$ cat config.mk
export PLATFORM = sky130hd
export DESIGN_NAME = spi_ram_arbiter_flat
export DESIGN_NICKNAME = d
export VERILOG_FILES = /design/src/rtl/spi_ram_arbiter_if.sv /design/src/rtl/spi_ram_arbiter.sv /design/src/flat_wrapper.sv
export SDC_FILE = /design/constraint.sdc
export NUM_CORES = 1
export LEC_CHECK = 0
export CORE_MARGIN = 10
export CORE_UTILIZATION = 31
export CTS_CLUSTER_DIAMETER = 40
export DETAILED_ROUTE_END_ITERATION = 12
export GPL_ROUTABILITY_DRIVEN = 0
export SYNTH_ARGS = -nofsm -noshare
export SYNTH_HDL_FRONTEND = slang
export SYNTH_SLANG_ARGS = --single-unit
$ cat constraint.sdc
create_clock -name clk -period 3.3 [get_ports clk]
set_input_delay 0.66 -clock clk [delete_from_list [all_inputs] [get_ports clk]]
set_output_delay 0.66 -clock clk [all_outputs]
set_load 0.1 [all_outputs]
$ cat src/rtl/spi_ram_arbiter_if.sv
// spi_ram_arbiter_if: bus bundle around the SPI/RAM arbiter.
// Carries the SPI command/response stream, the host req/gnt port and the
// single-port RAM port. The "master" modport is the arbiter's view and the
// "slave" modport is the view of whatever sits around it (SPI slave, host, RAM).
interface spi_ram_arbiter_if #(
    parameter int ADDR_SIZE = 8
);
    // SPI command stream
    logic [9:0]           rx_data;
    logic                 rx_valid;
    logic [7:0]           tx_data;
    logic                 tx_valid;
    // host port
    logic                 host_req;
    logic                 host_we;
    logic [ADDR_SIZE-1:0] host_addr;
    logic [7:0]           host_wdata;
    logic                 host_gnt;
    logic [7:0]           host_rdata;
    logic                 host_rvalid;
    // RAM port
    logic                 ram_en;
    logic                 ram_we;
    logic [ADDR_SIZE-1:0] ram_addr;
    logic [7:0]           ram_wdata;
    logic [7:0]           ram_rdata;
    // status
    logic                 spi_ovf;

    modport master (
        input  rx_data, rx_valid, host_req, host_we, host_addr, host_wdata, ram_rdata,
        output tx_data, tx_valid, host_gnt, host_rdata, host_rvalid,
               ram_en, ram_we, ram_addr, ram_wdata, spi_ovf
    );

    modport slave (
        output rx_data, rx_valid, host_req, host_we, host_addr, host_wdata, ram_rdata,
        input  tx_data, tx_valid, host_gnt, host_rdata, host_rvalid,
               ram_en, ram_we, ram_addr, ram_wdata, spi_ovf
    );
endinterface

$ cat src/rtl/spi_ram_arbiter.sv
// spi_ram_arbiter: shares one single-port synchronous RAM between the SPI
// command stream and a local host req/gnt port.
// SPI words: [9:8] opcode (00 set wr_addr, 01 write, 10 set rd_addr, 11 read).
// One SPI access may be pending at a time; extra access commands set spi_ovf.
// Optional feature: define ARB_STATS_EN to add saturating per-requester
// grant counters (spi_acc_cnt, host_acc_cnt).
module spi_ram_arbiter #(
    parameter int ADDR_SIZE = 8,
    parameter int PRIORITY  = 0
) (
    input  logic               clk,
    input  logic               rst_n,
    spi_ram_arbiter_if.master  bus
`ifdef ARB_STATS_EN
    ,
    output logic [15:0]        spi_acc_cnt,
    output logic [15:0]        host_acc_cnt
`endif
);

    typedef enum logic [1:0] {IDLE, GRANT_SPI, GRANT_HOST, RD_RET} state_t;

    state_t               state_reg, state_next;

    // SPI address registers and the single pending-access slot
    logic [ADDR_SIZE-1:0] wr_addr_reg, rd_addr_reg;
    logic                 pend_valid_reg, pend_we_reg;
    logic [ADDR_SIZE-1:0] pend_addr_reg;
    logic [7:0]           pend_wdata_reg;
    logic                 spi_ovf_reg;

    // arbitration bookkeeping: fav_spi_reg=1 means SPI wins the next contention
    logic                 fav_spi_reg;
    logic                 ret_spi_reg;

    // registered outputs
    logic                 ram_en_reg, ram_we_reg, host_gnt_reg;
    logic [ADDR_SIZE-1:0] ram_addr_reg;
    logic [7:0]           ram_wdata_reg;
    logic [7:0]           tx_data_reg, host_rdata_reg;
    logic                 tx_valid_reg, host_rvalid_reg;

    logic                 grant_spi, grant_host, contend, pend_busy;
    logic [1:0]           opcode;
    logic [ADDR_SIZE-1:0] payload;

    assign opcode    = bus.rx_data[9:8];
    assign payload   = bus.rx_data[ADDR_SIZE-1:0];
    assign contend   = pend_valid_reg && bus.host_req;
    // the slot frees at the edge closing GRANT_SPI, so a new access may land then
    assign pend_busy = pend_valid_reg && (state_reg != GRANT_SPI);

    // state register
    always_ff @(posedge clk or negedge rst_n) begin
        if (!rst_n) state_reg <= IDLE;
        else        state_reg <= state_next;
    end

    // next-state and winner selection
    always_comb begin
        state_next = state_reg;
        grant_spi  = 1'b0;
        grant_host = 1'b0;
        case (state_reg)
            IDLE: begin
                if (contend) begin
                    if (PRIORITY == 1 || fav_spi_reg) grant_spi  = 1'b1;
                    else                              grant_host = 1'b1;
                end else if (pend_valid_reg) begin
                    grant_spi = 1'b1;
                end else if (bus.host_req) begin
                    grant_host = 1'b1;
                end
                if (grant_spi)       state_next = GRANT_SPI;
                else if (grant_host) state_next = GRANT_HOST;
            end
            // ram_we_reg holds the winner's direction during the grant cycle
            GRANT_SPI, GRANT_HOST: state_next = ram_we_reg ? IDLE : RD_RET;
            RD_RET:                state_next = IDLE;
            default:               state_next = IDLE;
        endcase
    end

    // SPI command decode and pending-slot management
    always_ff @(posedge clk or negedge rst_n) begin
        if (!rst_n) begin
            wr_addr_reg    <= '0;
            rd_addr_reg    <= '0;
            pend_valid_reg <= 1'b0;
            pend_we_reg    <= 1'b0;
            pend_addr_reg  <= '0;
            pend_wdata_reg <= '0;
            spi_ovf_reg    <= 1'b0;
        end else begin
            if (state_reg == GRANT_SPI) pend_valid_reg <= 1'b0;
            if (bus.rx_valid) begin
                case (opcode)
                    2'b00: wr_addr_reg <= payload;
                    2'b01: begin
                        if (pend_busy) begin
                            spi_ovf_reg <= 1'b1;
                        end else begin
                            pend_valid_reg <= 1'b1;
                            pend_we_reg    <= 1'b1;
                            pend_addr_reg  <= wr_addr_reg;
                            pend_wdata_reg <= bus.rx_data[7:0];
                        end
                    end
                    2'b10: rd_addr_reg <= payload;
                    default: begin
                        if (pend_busy) begin
                            spi_ovf_reg <= 1'b1;
                        end else begin
                            pend_valid_reg <= 1'b1;
                            pend_we_reg    <= 1'b0;
                            pend_addr_reg  <= rd_addr_reg;
                        end
                    end
                endcase
            end
        end
    end

    // RAM cycle launch, grant pulse, read-data return and round-robin pointer
    always_ff @(posedge clk or negedge rst_n) begin
        if (!rst_n) begin
            ram_en_reg      <= 1'b0;
            ram_we_reg      <= 1'b0;
            ram_addr_reg    <= '0;
            ram_wdata_reg   <= '0;
            host_gnt_reg    <= 1'b0;
            tx_data_reg     <= '0;
            tx_valid_reg    <= 1'b0;
            host_rdata_reg  <= '0;
            host_rvalid_reg <= 1'b0;
            ret_spi_reg     <= 1'b0;
            fav_spi_reg     <= 1'b1;
        end else begin
            ram_en_reg      <= 1'b0;
            ram_we_reg      <= 1'b0;
            host_gnt_reg    <= 1'b0;
            tx_valid_reg    <= 1'b0;
            host_rvalid_reg <= 1'b0;
            if (grant_spi) begin
                ram_en_reg    <= 1'b1;
                ram_we_reg    <= pend_we_reg;
                ram_addr_reg  <= pend_addr_reg;
                ram_wdata_reg <= pend_wdata_reg;
                ret_spi_reg   <= 1'b1;
            end
            if (grant_host) begin
                ram_en_reg    <= 1'b1;
                ram_we_reg    <= bus.host_we;
                ram_addr_reg  <= bus.host_addr;
                ram_wdata_reg <= bus.host_wdata;
                host_gnt_reg  <= 1'b1;
                ret_spi_reg   <= 1'b0;
            end
            // pointer moves only on a real contention: favour whoever lost
            if (state_reg == IDLE && contend) fav_spi_reg <= grant_host;
            if (state_reg == RD_RET) begin
                if (ret_spi_reg) begin
                    tx_data_reg  <= bus.ram_rdata;
                    tx_valid_reg <= 1'b1;
                end else begin
                    host_rdata_reg  <= bus.ram_rdata;
                    host_rvalid_reg <= 1'b1;
                end
            end
        end
    end

`ifdef ARB_STATS_EN
    // saturating grant counters, one count per grant cycle
    always_ff @(posedge clk or negedge rst_n) begin
        if (!rst_n) begin
            spi_acc_cnt  <= '0;
            host_acc_cnt <= '0;
        end else begin
            if (state_reg == GRANT_SPI && spi_acc_cnt != 16'hFFFF)
                spi_acc_cnt <= spi_acc_cnt + 16'd1;
            if (state_reg == GRANT_HOST && host_acc_cnt != 16'hFFFF)
                host_acc_cnt <= host_acc_cnt + 16'd1;
        end
    end
`endif

    assign bus.ram_en      = ram_en_reg;
    assign bus.ram_we      = ram_we_reg;
    assign bus.ram_addr    = ram_addr_reg;
    assign bus.ram_wdata   = ram_wdata_reg;
    assign bus.host_gnt    = host_gnt_reg;
    assign bus.host_rdata  = host_rdata_reg;
    assign bus.host_rvalid = host_rvalid_reg;
    assign bus.tx_data     = tx_data_reg;
    assign bus.tx_valid    = tx_valid_reg;
    assign bus.spi_ovf     = spi_ovf_reg;

endmodule

$ cat src/flat_wrapper.sv
// flat-port wrapper written by rule: the top's interface ports become plain ports
module spi_ram_arbiter_flat 
#(
    parameter int ADDR_SIZE = 8,
    parameter int PRIORITY  = 0
)
  (clk, rst_n, bus_rx_data, bus_rx_valid, bus_host_req, bus_host_we, bus_host_addr, bus_host_wdata, bus_ram_rdata, bus_tx_data, bus_tx_valid, bus_host_gnt, bus_host_rdata, bus_host_rvalid, bus_ram_en, bus_ram_we, bus_ram_addr, bus_ram_wdata, bus_spi_ovf);
  spi_ram_arbiter_if #(.ADDR_SIZE(ADDR_SIZE)) bus_i ();
  input  logic clk;
  input  logic rst_n;
  input wire logic [$bits(bus_i.rx_data)-1:0] bus_rx_data;
  input wire logic [$bits(bus_i.rx_valid)-1:0] bus_rx_valid;
  input wire logic [$bits(bus_i.host_req)-1:0] bus_host_req;
  input wire logic [$bits(bus_i.host_we)-1:0] bus_host_we;
  input wire logic [$bits(bus_i.host_addr)-1:0] bus_host_addr;
  input wire logic [$bits(bus_i.host_wdata)-1:0] bus_host_wdata;
  input wire logic [$bits(bus_i.ram_rdata)-1:0] bus_ram_rdata;
  output wire logic [$bits(bus_i.tx_data)-1:0] bus_tx_data;
  output wire logic [$bits(bus_i.tx_valid)-1:0] bus_tx_valid;
  output wire logic [$bits(bus_i.host_gnt)-1:0] bus_host_gnt;
  output wire logic [$bits(bus_i.host_rdata)-1:0] bus_host_rdata;
  output wire logic [$bits(bus_i.host_rvalid)-1:0] bus_host_rvalid;
  output wire logic [$bits(bus_i.ram_en)-1:0] bus_ram_en;
  output wire logic [$bits(bus_i.ram_we)-1:0] bus_ram_we;
  output wire logic [$bits(bus_i.ram_addr)-1:0] bus_ram_addr;
  output wire logic [$bits(bus_i.ram_wdata)-1:0] bus_ram_wdata;
  output wire logic [$bits(bus_i.spi_ovf)-1:0] bus_spi_ovf;
  assign bus_i.rx_data = bus_rx_data;
  assign bus_i.rx_valid = bus_rx_valid;
  assign bus_i.host_req = bus_host_req;
  assign bus_i.host_we = bus_host_we;
  assign bus_i.host_addr = bus_host_addr;
  assign bus_i.host_wdata = bus_host_wdata;
  assign bus_i.ram_rdata = bus_ram_rdata;
  assign bus_tx_data = bus_i.tx_data;
  assign bus_tx_valid = bus_i.tx_valid;
  assign bus_host_gnt = bus_i.host_gnt;
  assign bus_host_rdata = bus_i.host_rdata;
  assign bus_host_rvalid = bus_i.host_rvalid;
  assign bus_ram_en = bus_i.ram_en;
  assign bus_ram_we = bus_i.ram_we;
  assign bus_ram_addr = bus_i.ram_addr;
  assign bus_ram_wdata = bus_i.ram_wdata;
  assign bus_spi_ovf = bus_i.spi_ovf;
  spi_ram_arbiter #(.ADDR_SIZE(ADDR_SIZE), .PRIORITY(PRIORITY)) u_core (.clk(clk), .rst_n(rst_n), .bus(bus_i));
endmodule
## Yosys cells after proc, flatten, opt, wreduce, memory -nomap -nowiden

Cells that the tools add are included.

- Equal/unequal tests: 7
- Muxes and demuxes: 40
- Bitwise gates (word level): 3
- Reduce and logical (&&, ||, !) cells: 15

Operators with widths:

| cell | number |
|---|---|
| $mux 8 | 6 |
| $mux 1 | 28 |
| $pmux 8 s2 | 1 |
| $reduce_and 3->1 | 3 |
| $reduce_and 2->1 | 4 |
| $eq 2x2->1 const B | 3 |
| $mux 2 | 3 |
| $pmux 2 s3 | 1 |
| $eq 2x1->1 const B | 2 |
| $logic_not 2->1 | 2 |
| $reduce_or 2->1 | 2 |
| $logic_and 1x1->1 | 3 |
| $ne 3x1->1 const B | 1 |
| $not 1->1 | 3 |
| $ne 2x1->1 const B | 1 |
| $pmux 1 s2 | 1 |
| $reduce_bool 2->1 | 1 |

- Bits in registers: 76
- Input port bits: 39
- Output and inout port bits: 38
- Logic and storage cells: 84

## Logic depth before layout (Yosys ltp)

Gate-level depths: netlist (run 1).

- Depth after elaboration: 7
- Mapped depth: 7
- Mapped depth without buffers: 5

## Least setup slack after synthesis (run 1)

Ideal clock, no wire load.

- Kind: input port to flip-flop
- From: in bus_rx_data[8]
- To: reg u_core.pend_wdata_reg[0]
- Library setup time: 0.125 ns
- Arrival: 1.576 ns
- Data required time: 3.175 ns
- Setup slack: 1.599 ns
- Cell stages on the path: 5
- Buffers on the path: 2
- Cells stage by stage: nor2b_1 buf_2 and3_1 buf_4 mux2_2

- Cells in the longest elaborated chain, start to end: 2

Ends and longest elaborated chain:

| what | RTL line | RTL |
|---|---|---|
| start, declared | flat_wrapper.sv:11 | `input wire logic [$bits(bus_i.rx_data)-1:0] bus_rx_data;` |
| $eq 2x1->1 | spi_ram_arbiter.sv:97 | `case (opcode)` |
| $reduce_and 3->1 (no source line) | -- |  |
| end signal, assigned | spi_ram_arbiter.sv:106 | `pend_wdata_reg <= bus.rx_data[7:0];` |
| end, declared | spi_ram_arbiter.sv:29 | `logic [7:0] pend_wdata_reg;` |

Every way passes these cells.
A chain may end at the register's enable or synchronous reset.

## Worst setup path in the final report (run 1)

- From: in bus_rx_data[8]
- To: reg u_core.pend_wdata_reg[1]

The elaborated chain is that of the path after synthesis.

==> results of run 1 <==
[metrics by stage]
| stage | hold slack, ns | instances | utilization | setup WS, ns | area [um^2] |
|---|---|---|---|---|---|
| floorplan | 0.364 | 214 | - | 1.60 | 3140 |
| global placement | 0.471 | 416 | 0.400 | 0.826 | 3930 |
| CTS | 0.498 | 431 | 0.424 | 1.17 | 4160 |
| global route | 0.522 | 431 | 0.424 | 1.03 | 4160 |
| detailed placement | 0.493 | 416 | 0.400 | 0.819 | 3930 |
| finish | 0.468 | 431 | 0.424 | 1.17 | 4160 |
[worst min-delay path by stage]
stage,depth (start not counted),slack [ns],endpoint
2_1_floorplan,0,0.36,u_core.bus.host_gnt
3_5_place_dp,1,0.49,u_core.wr_addr_reg[5]
3_3_place_gp,1,0.47,u_core.bus.spi_ovf
6_report,1,0.47,u_core.bus.host_rvalid
5_1_grt,1,0.52,u_core.bus.spi_ovf
4_1_cts,1,0.50,u_core.bus.tx_data[5]
[cell type report]
type,instances,share of cell area
clock inverters,5,0.0240
repair buffers,78,0.163
well taps,133,0.0400
inverters,5,0.00451
clock buffers,10,0.0331
multi-input cells,124,0.278
flip-flops and latches,76,0.457
[routing by layer]
layer  up-vias  track usage  wire [um]
li1        927            -          -
met4         0       0.0498        114
met2        38        0.179       3860
met3        11       0.0242        279
met5         -            0          0
met1      1017        0.121       3110
[cells in the final DEF, fill, tap and decap left out, types with 3 or more instances in the layout]
cell type	n
a221o_1	9
a221o_2	7
a2bb2oi_1	3
and2_1	17
buf_4	41
bufinv_16	3
clkbuf_8	10
clkdlybuf4s50_1	37
dfrtp_1	75
ha_1	4
inv_1	5
mux2_2	56
nand2_1	5
nor2b_1	3
[logic make-up after synthesis]
logic type               synth area share
flip-flops                          0.606
multiplexers                        0.201
XOR/XNOR                          0.00279
AND/OR/NAND/NOR                    0.0709
buffers and inverters              0.0255
adder cells (fa/ha/maj)            0.0159
AO/OA/AOI/OAI                      0.0785
==> impl_metrics.env, run 1 <==
export IMPL_cts_resized=0
export IMPL_io_pins=77
export IMPL_critPathLaunchType="primary input"
export IMPL_synth_seq_area_share=0.606
export IMPL_synth_cell_types=32
export IMPL_r2r_start="u_core.state_reg[1]"
export IMPL_tightest_slew_ns=0.945
export IMPL_syn_area_mm2=0.00314
export IMPL_grt_max_degree=77
export IMPL_cts_root_buf="clkbuf_8"
export IMPL_rows=36
export IMPL_synth_top_area_share=0.597
export IMPL_synth_nets=257
export IMPL_cts_tree="yes"
export IMPL_hold_viol=0
export IMPL_diodes=0
export IMPL_setup_viol=0
export IMPL_crit_type="in -> reg"
export IMPL_grt_usage=0.104
export IMPL_path_delay_family="buffers and inverters"
export IMPL_synth_area_leaders="dfrtp_1, mux2_2, and2_1"
export IMPL_portBuffers=76
export IMPL_fp_dieW_um=121
export IMPL_drv_slew=0
export IMPL_hp_class="in -> async"
export IMPL_worstPathArrival_ns=2.35
export IMPL_clkTransAtPathRegs_ns=0.07
export IMPL_ys_flop_type="dfrtp_1"
export IMPL_drive_above_1_share=0.423
export IMPL_yosys_warnings=0
export IMPL_netlist_top_cells_count="dfrtp_1, mux2_2, and2_1"
export IMPL_initialDrtViolationCount=107
export IMPL_nFillCells=962
export IMPL_critPathCaptureType="flop"
export IMPL_max_cap_violations=0
export IMPL_die_h_um=121
export IMPL_seq_area_mm2=0.00190
export IMPL_cp_cell_sequence="clkdlybuf4s50_1, nor2b_1, buf_4, and3_1, mux2_2"
export IMPL_fin_crit_ns=2.13
export IMPL_clk_latency_ns=0.34
export IMPL_multiInputGateArea_mm2=0.00116
export IMPL_cp_required_ns=3.52
export IMPL_postRouteAntennaNets=0
export IMPL_outcome="finished, final reports clean"
export IMPL_start_util=0.320
export IMPL_max_freq_ghz=0.469
export IMPL_worst_path_buf_inv=2
export IMPL_area_delta_synth_final_pct=32.5
export IMPL_nets=337
export IMPL_slew_headroom=0.370
export IMPL_synth_async_reset_ratio=1.00
export IMPL_cp_depth=5
export IMPL_first_pass_iters=4
export IMPL_syn_area_per_cell_um2=14.7
export IMPL_fin_crit_sh=0.646
export IMPL_critPathMaxFanout=9
export IMPL_crit_end="u_core.pend_wdata_reg[1]"
export IMPL_grt_overflow=0
export IMPL_critical_path_slowest_cell="clkdlybuf4s50_1"
export IMPL_grt_pass1_vias=2237
export IMPL_rsz0062_at_grt="no"
export IMPL_via_per_inst=4.62
export IMPL_r2r_end="u_core.pend_addr_reg[5]"
export IMPL_core_mm2=0.00982
export IMPL_fin_worst_skew_ns=0.00915
export IMPL_synth_most_common_cell="dfrtp_1"
export IMPL_cts_sinks=76
export IMPL_synth_edf_count=0
export IMPL_critPathLaunch="bus_rx_data[8]"
export IMPL_synth_top_cell_by_area="dfrtp_1"
export IMPL_cts_made_buffers=9
export IMPL_cts_hold_buf=0
export IMPL_grt_pass1_wl_mm=12.1
export IMPL_ys_seq_elements=76
export IMPL_drc=0
export IMPL_fin_setup_tns_ns=0
export IMPL_postCtsSetupRepairBufs=0
export IMPL_wl_per_cell_um=17.1
export IMPL_cpPeakStageDelay_ns=0.53
export IMPL_routed_wl_mm=7.37
export IMPL_worstRegToRegCells=5
export IMPL_vias=1993
export IMPL_ctsHtreeMaxLevel=3
export IMPL_r2r_slack_ns=1.32
export IMPL_antenna_found_initial=0
export IMPL_dieArea_mm2=0.0146
export IMPL_postSynthCellCount=214
export IMPL_dp_hpwl_mm=5.50
export IMPL_clockBufferDepth=2
Power of run 1 is left out: the tool's default activity adds up to more than one toggle a clock period on the data nets, which glitch-free logic cannot reach.
==> inputs of run 2 (changes only) <==
==> constraint.sdc (replaced) <==
create_clock -name clk -period 2.2 [get_ports clk]
set_input_delay 0.44 -clock clk [delete_from_list [all_inputs] [get_ports clk]]
set_output_delay 0.44 -clock clk [all_outputs]
set_load 0.1 [all_outputs]
==> impl_metrics.env, run 2 (synthesis gave the netlist of run 1 again) <==
export IMPL_outcome="finished, final reports clean"
export IMPL_critical_path_slowest_cell="clkdlybuf4s50_1"
export IMPL_tightest_slew_ns=0.436
export IMPL_nets=348
export IMPL_critPathCaptureType="flop"
export IMPL_critPathMaxFanout=6
export IMPL_critPathLaunch="bus_rx_data[8]"
export IMPL_max_cap_violations=0
export IMPL_cts_resized=0
export IMPL_setup_viol=0
export IMPL_hp_class="in -> async"
export IMPL_dp_slack_ns=0.130
export IMPL_io_pins=77
export IMPL_cts_hold_buf=0
export IMPL_grt_usage=0.107
export IMPL_fin_worst_skew_ns=0.00782
export IMPL_start_util=0.320
export IMPL_nFillCells=948
export IMPL_portBuffers=76
export IMPL_multiInputGateArea_mm2=0.00116
export IMPL_drc=0
export IMPL_fin_ws_ns=0.463
export IMPL_cts_made_buffers=9
export IMPL_via_per_inst=4.57
export IMPL_crit_type="in -> reg"
export IMPL_cp_required_ns=2.43
export IMPL_rsz0062_at_grt="no"
export IMPL_grtUsageMet3=0.0242
export IMPL_cts_sinks=76
export IMPL_postRouteAntennaNets=0
export IMPL_worstPathArrival_ns=1.96
export IMPL_postCtsSetupRepairBufs=0
export IMPL_wl_per_cell_um=17.0
export IMPL_hold_ws_ns=0.0164
export IMPL_cts_root_buf="clkbuf_8"
export IMPL_vias=2025
export IMPL_final_cell_mix="dfrtp_1, mux2_2, buf_4, clkdlybuf4s50_1, and2_1"
export IMPL_ctsHtreeMaxLevel=3
export IMPL_die_h_um=121
export IMPL_grt_overflow=0
export IMPL_crit_top_cell="mux2_2"
export IMPL_first_pass_iters=4
export IMPL_hold_viol=0
export IMPL_diodes=0
export IMPL_antenna_found_initial=0
export IMPL_fin_crit_ns=1.74
export IMPL_area_delta_synth_final_pct=35.6
export IMPL_use_met1=0.131
export IMPL_fin_setup_tns_ns=0
export IMPL_met2_usage=0.176
export IMPL_fin_crit_sh=0.789
export IMPL_r2r_start="u_core.state_reg[0]"
export IMPL_seq_area_mm2=0.00190
export IMPL_cpPeakStageDelay_ns=0.48
export IMPL_cp_cell_sequence="clkdlybuf4s50_1, nor2b_1, buf_4, mux2_2, mux2_2"
export IMPL_clockBufferDepth=2
export IMPL_rows=36
export IMPL_fin_util=0.434
export IMPL_gr_max_usage_layer="met2"
export IMPL_drive_above_1_share=0.445
export IMPL_dp_hpwl_mm=5.59
export IMPL_clkTransAtPathRegs_ns=0.08
export IMPL_slew_headroom=0.708
export IMPL_max_freq_ghz=0.576
export IMPL_routed_wl_mm=7.53
export IMPL_grt_pass1_vias=2218
export IMPL_clk_latency_ns=0.34
export IMPL_fp_dieW_um=121
export IMPL_grt_pass1_wl_mm=12.3
export IMPL_critPathLaunchType="primary input"
export IMPL_cts_tree="yes"
export IMPL_final_common_cell="dfrtp_1"
export IMPL_dieArea_mm2=0.0146
export IMPL_grt_max_degree=49
export IMPL_core_mm2=0.00982
export IMPL_drv_slew=0
export IMPL_initialDrtViolationCount=142
run 2: changes by cell type in the layout (fill, tap and decap cells not counted), sizes merged:
cell	before	now
buf	41	52
clkbuf	10	9
clkinvlp	0	2
run 2: layout make-up:
type                    instances  area share
well taps                     133      0.0391
repair buffers                 89       0.182
multi-input cells             124       0.272
inverters                       5     0.00441
clock buffers                   9      0.0291
flip-flops and latches         76       0.447
clock inverters                 7      0.0270
run 2: critical path, delay by kind of cell:
kind | cells | cell delay, ns
buffers and inverters | 2 | 0.69
multiplexers | 2 | 0.60
AND/OR/NAND/NOR | 1 | 0.24
run 2: routing by layer:
layer,up-vias,wire (um)
met2,39,3810
met5,-,0
met3,8,262
met1,1030,3370
li1,948,-
met4,0,89
run 2: worst paths after layout:
path                       slack, ns  cells past startpoint                       to
max                             0.46                      5  u_core.pend_addr_reg[6]
min                             0.02                      1      u_core.state_reg[1]
max reg2reg                     0.49                      5  u_core.bus.ram_wdata[5]
min reg2reg                     0.51                      1       u_core.fav_spi_reg
max in group asynchronous       1.61                      2    u_core.rd_addr_reg[6]
min in group clk                0.51                      1       u_core.fav_spi_reg
run 2: metrics by stage:
| step | instances | cell area (um^2) |
|---|---|---|
| 2_1_floorplan | 214 | 3140 |
| 3_3_place_gp | 427 | 4020 |
| 3_5_place_dp | 427 | 4020 |
| 5_1_grt | 443 | 4260 |
| 4_1_cts | 443 | 4260 |
| 6_report | 443 | 4260 |
Power of run 2 is left out for the same reason.
==> inputs of run 3 (changes only) <==
==> constraint.sdc (replaced) <==
create_clock -name clk -period 1.5 [get_ports clk]
set_input_delay 0.3 -clock clk [delete_from_list [all_inputs] [get_ports clk]]
set_output_delay 0.3 -clock clk [all_outputs]
set_load 0.1 [all_outputs]
==> impl_metrics.env, run 3 (synthesis gave the netlist of run 1 again) <==
export IMPL_outcome="finished, violations left"
export IMPL_violations="setup timing"
export IMPL_fin_ws_ns=-0.0225
export IMPL_crit_end="u_core.pend_wdata_reg[7]"
export IMPL_dp_hpwl_mm=5.85
export IMPL_clk_latency_ns=0.34
export IMPL_cpPeakStageDelay_ns=0.39
export IMPL_final_common_cell="dfrtp_1"
export IMPL_wl_met1_mm=3.68
export IMPL_drv_slew=0
export IMPL_ctsHtreeMaxLevel=3
export IMPL_worst_path_buf_inv=2
export IMPL_cts_sinks=76
export IMPL_wl_per_cell_um=18.4
export IMPL_cp_cell_sequence="inv_2, ha_4, nand2b_4, and3_4, buf_12, mux2_4"
export IMPL_drive_above_1_share=0.555
export IMPL_clockBufferDepth=2
export IMPL_path_delay_family="flip-flops"
export IMPL_dieArea_mm2=0.0146
export IMPL_wl_met3_um=285
export IMPL_setup_viol=9
export IMPL_worstRegToRegCells=6
export IMPL_max_cap_violations=0
export IMPL_portBuffers=76
export IMPL_grt_pass1_wl_mm=13.1
export IMPL_r2r_end="u_core.pend_wdata_reg[7]"
export IMPL_slew_headroom=0.800
export IMPL_die_h_um=121
export IMPL_nFillCells=868
export IMPL_critical_path_slowest_cell="dfrtp_1"
export IMPL_io_pins=77
export IMPL_first_pass_iters=3
export IMPL_postRouteAntennaNets=0
export IMPL_hold_ws_ns=0.390
export IMPL_critPathMaxFanout=5
export IMPL_grt_overflow=0
export IMPL_core_mm2=0.00982
export IMPL_r2r_slack_ns=-0.02
export IMPL_fin_crit_ns=1.52
export IMPL_cp_depth=6
export IMPL_fin_worst_skew_ns=0.00800
export IMPL_layout_cells_non_filler=463
export IMPL_wl_met2_mm=4.43
export IMPL_area_delta_synth_final_pct=63.6
export IMPL_cts_made_buffers=9
export IMPL_rsz0062_at_grt="yes"
export IMPL_routed_wl_mm=8.52
export IMPL_final_cell_mix="dfrtp_1, mux2_2, buf_12, clkdlybuf4s50_1, buf_4"
export IMPL_clkTransAtPathRegs_ns=0.08
export IMPL_hp_class="in -> async"
export IMPL_tightest_slew_ns=0.301
export IMPL_r2r_start="u_core.state_reg[1]"
export IMPL_diodes=0
export IMPL_critPathLaunch="u_core.state_reg[1]"
export IMPL_via_per_inst=4.63
export IMPL_grt_max_degree=34
export IMPL_max_freq_ghz=0.657
export IMPL_hold_viol=0
export IMPL_drc=0
export IMPL_fp_dieW_um=121
export IMPL_grt_pass1_vias=2353
export IMPL_critPathCaptureType="flop"
export IMPL_nets=369
export IMPL_worstPathArrival_ns=1.74
export IMPL_cp_required_ns=1.72
export IMPL_initialDrtViolationCount=84
export IMPL_dp_cells=434
export IMPL_cts_root_buf="clkbuf_8"
export IMPL_fin_util=0.523
export IMPL_crit_type="reg -> reg"
export IMPL_critPathLaunchType="flop"
export IMPL_rows=36
export IMPL_antenna_found_initial=0
export IMPL_grt_usage=0.115
export IMPL_start_util=0.320
export IMPL_vias=2143
export IMPL_fin_crit_sh=1.01
export IMPL_top_layer="met4"
export IMPL_cts_tree="yes"
==> run 3: changes by cell type in the layout (fill, tap and decap cells not counted), moves of 3 or more <==
cell,delta
buf_6,+8
ha_1,-3
nor2b_1,-3
mux2_4,+14
ha_4,+3
and2_1,-14
buf_12,+41
nor2b_4,+3
buf_4,-32
mux2_2,-14
and2_4,+16
==> run 3: cell type report <==
type | count | area, um^2 | share of cell area
Tap cell | 133 | 166 | 0.0324
Sequential cell | 76 | 1900 | 0.370
Clock buffer | 11 | 141 | 0.0275
Timing Repair Buffer | 108 | 1480 | 0.288
Inverter | 5 | 18.8 | 0.00365
Multi-Input combinational cell | 126 | 1350 | 0.263
Clock inverter | 4 | 73.8 | 0.0144
==> run 3: timing repair <==
action                     CTS  global route
pin swaps                    9             2
hold endpoints to repair    19             0
hold buffers                 1             0
buffers inserted             6             3
gates cloned                 4             1
gates resized for setup     30            31
setup endpoints to repair   32            50
==> run 3: routing by layer <==
layer,vias up,track usage
li1,993,-
met1,1099,0.140
met2,39,0.194
met3,12,0.0251
met4,0,0.0475
met5,-,0
==> run 3: worst min-delay path by stage <==
stage / start / end / slack, ns
finish: rst_n / u_core.bus.host_rdata[3] / 0.39
global route: rst_n / u_core.bus.host_rdata[2] / 0.40
CTS: rst_n / u_core.bus.host_rdata[2] / 0.39
detailed placement: rst_n / u_core.state_reg[0] / 0.21
global placement: rst_n / u_core.state_reg[0] / 0.21
floorplan: rst_n / u_core.bus.host_gnt / 0.004
==> run 3: stage by stage <==
stage	worst slack [ns]	instance area [um^2]	setup TNS [ns]
6_report	-0.0225	5140	-0.0846
5_1_grt	-0.0753	5140	-1.70
4_1_cts	-0.0400	5010	-0.211
3_5_place_dp	-0.376	4590	-12.23
3_3_place_gp	-0.361	4590	-11.57
2_1_floorplan	-0.0486	3150	-0.438
Power of run 3 is left out for the same reason.
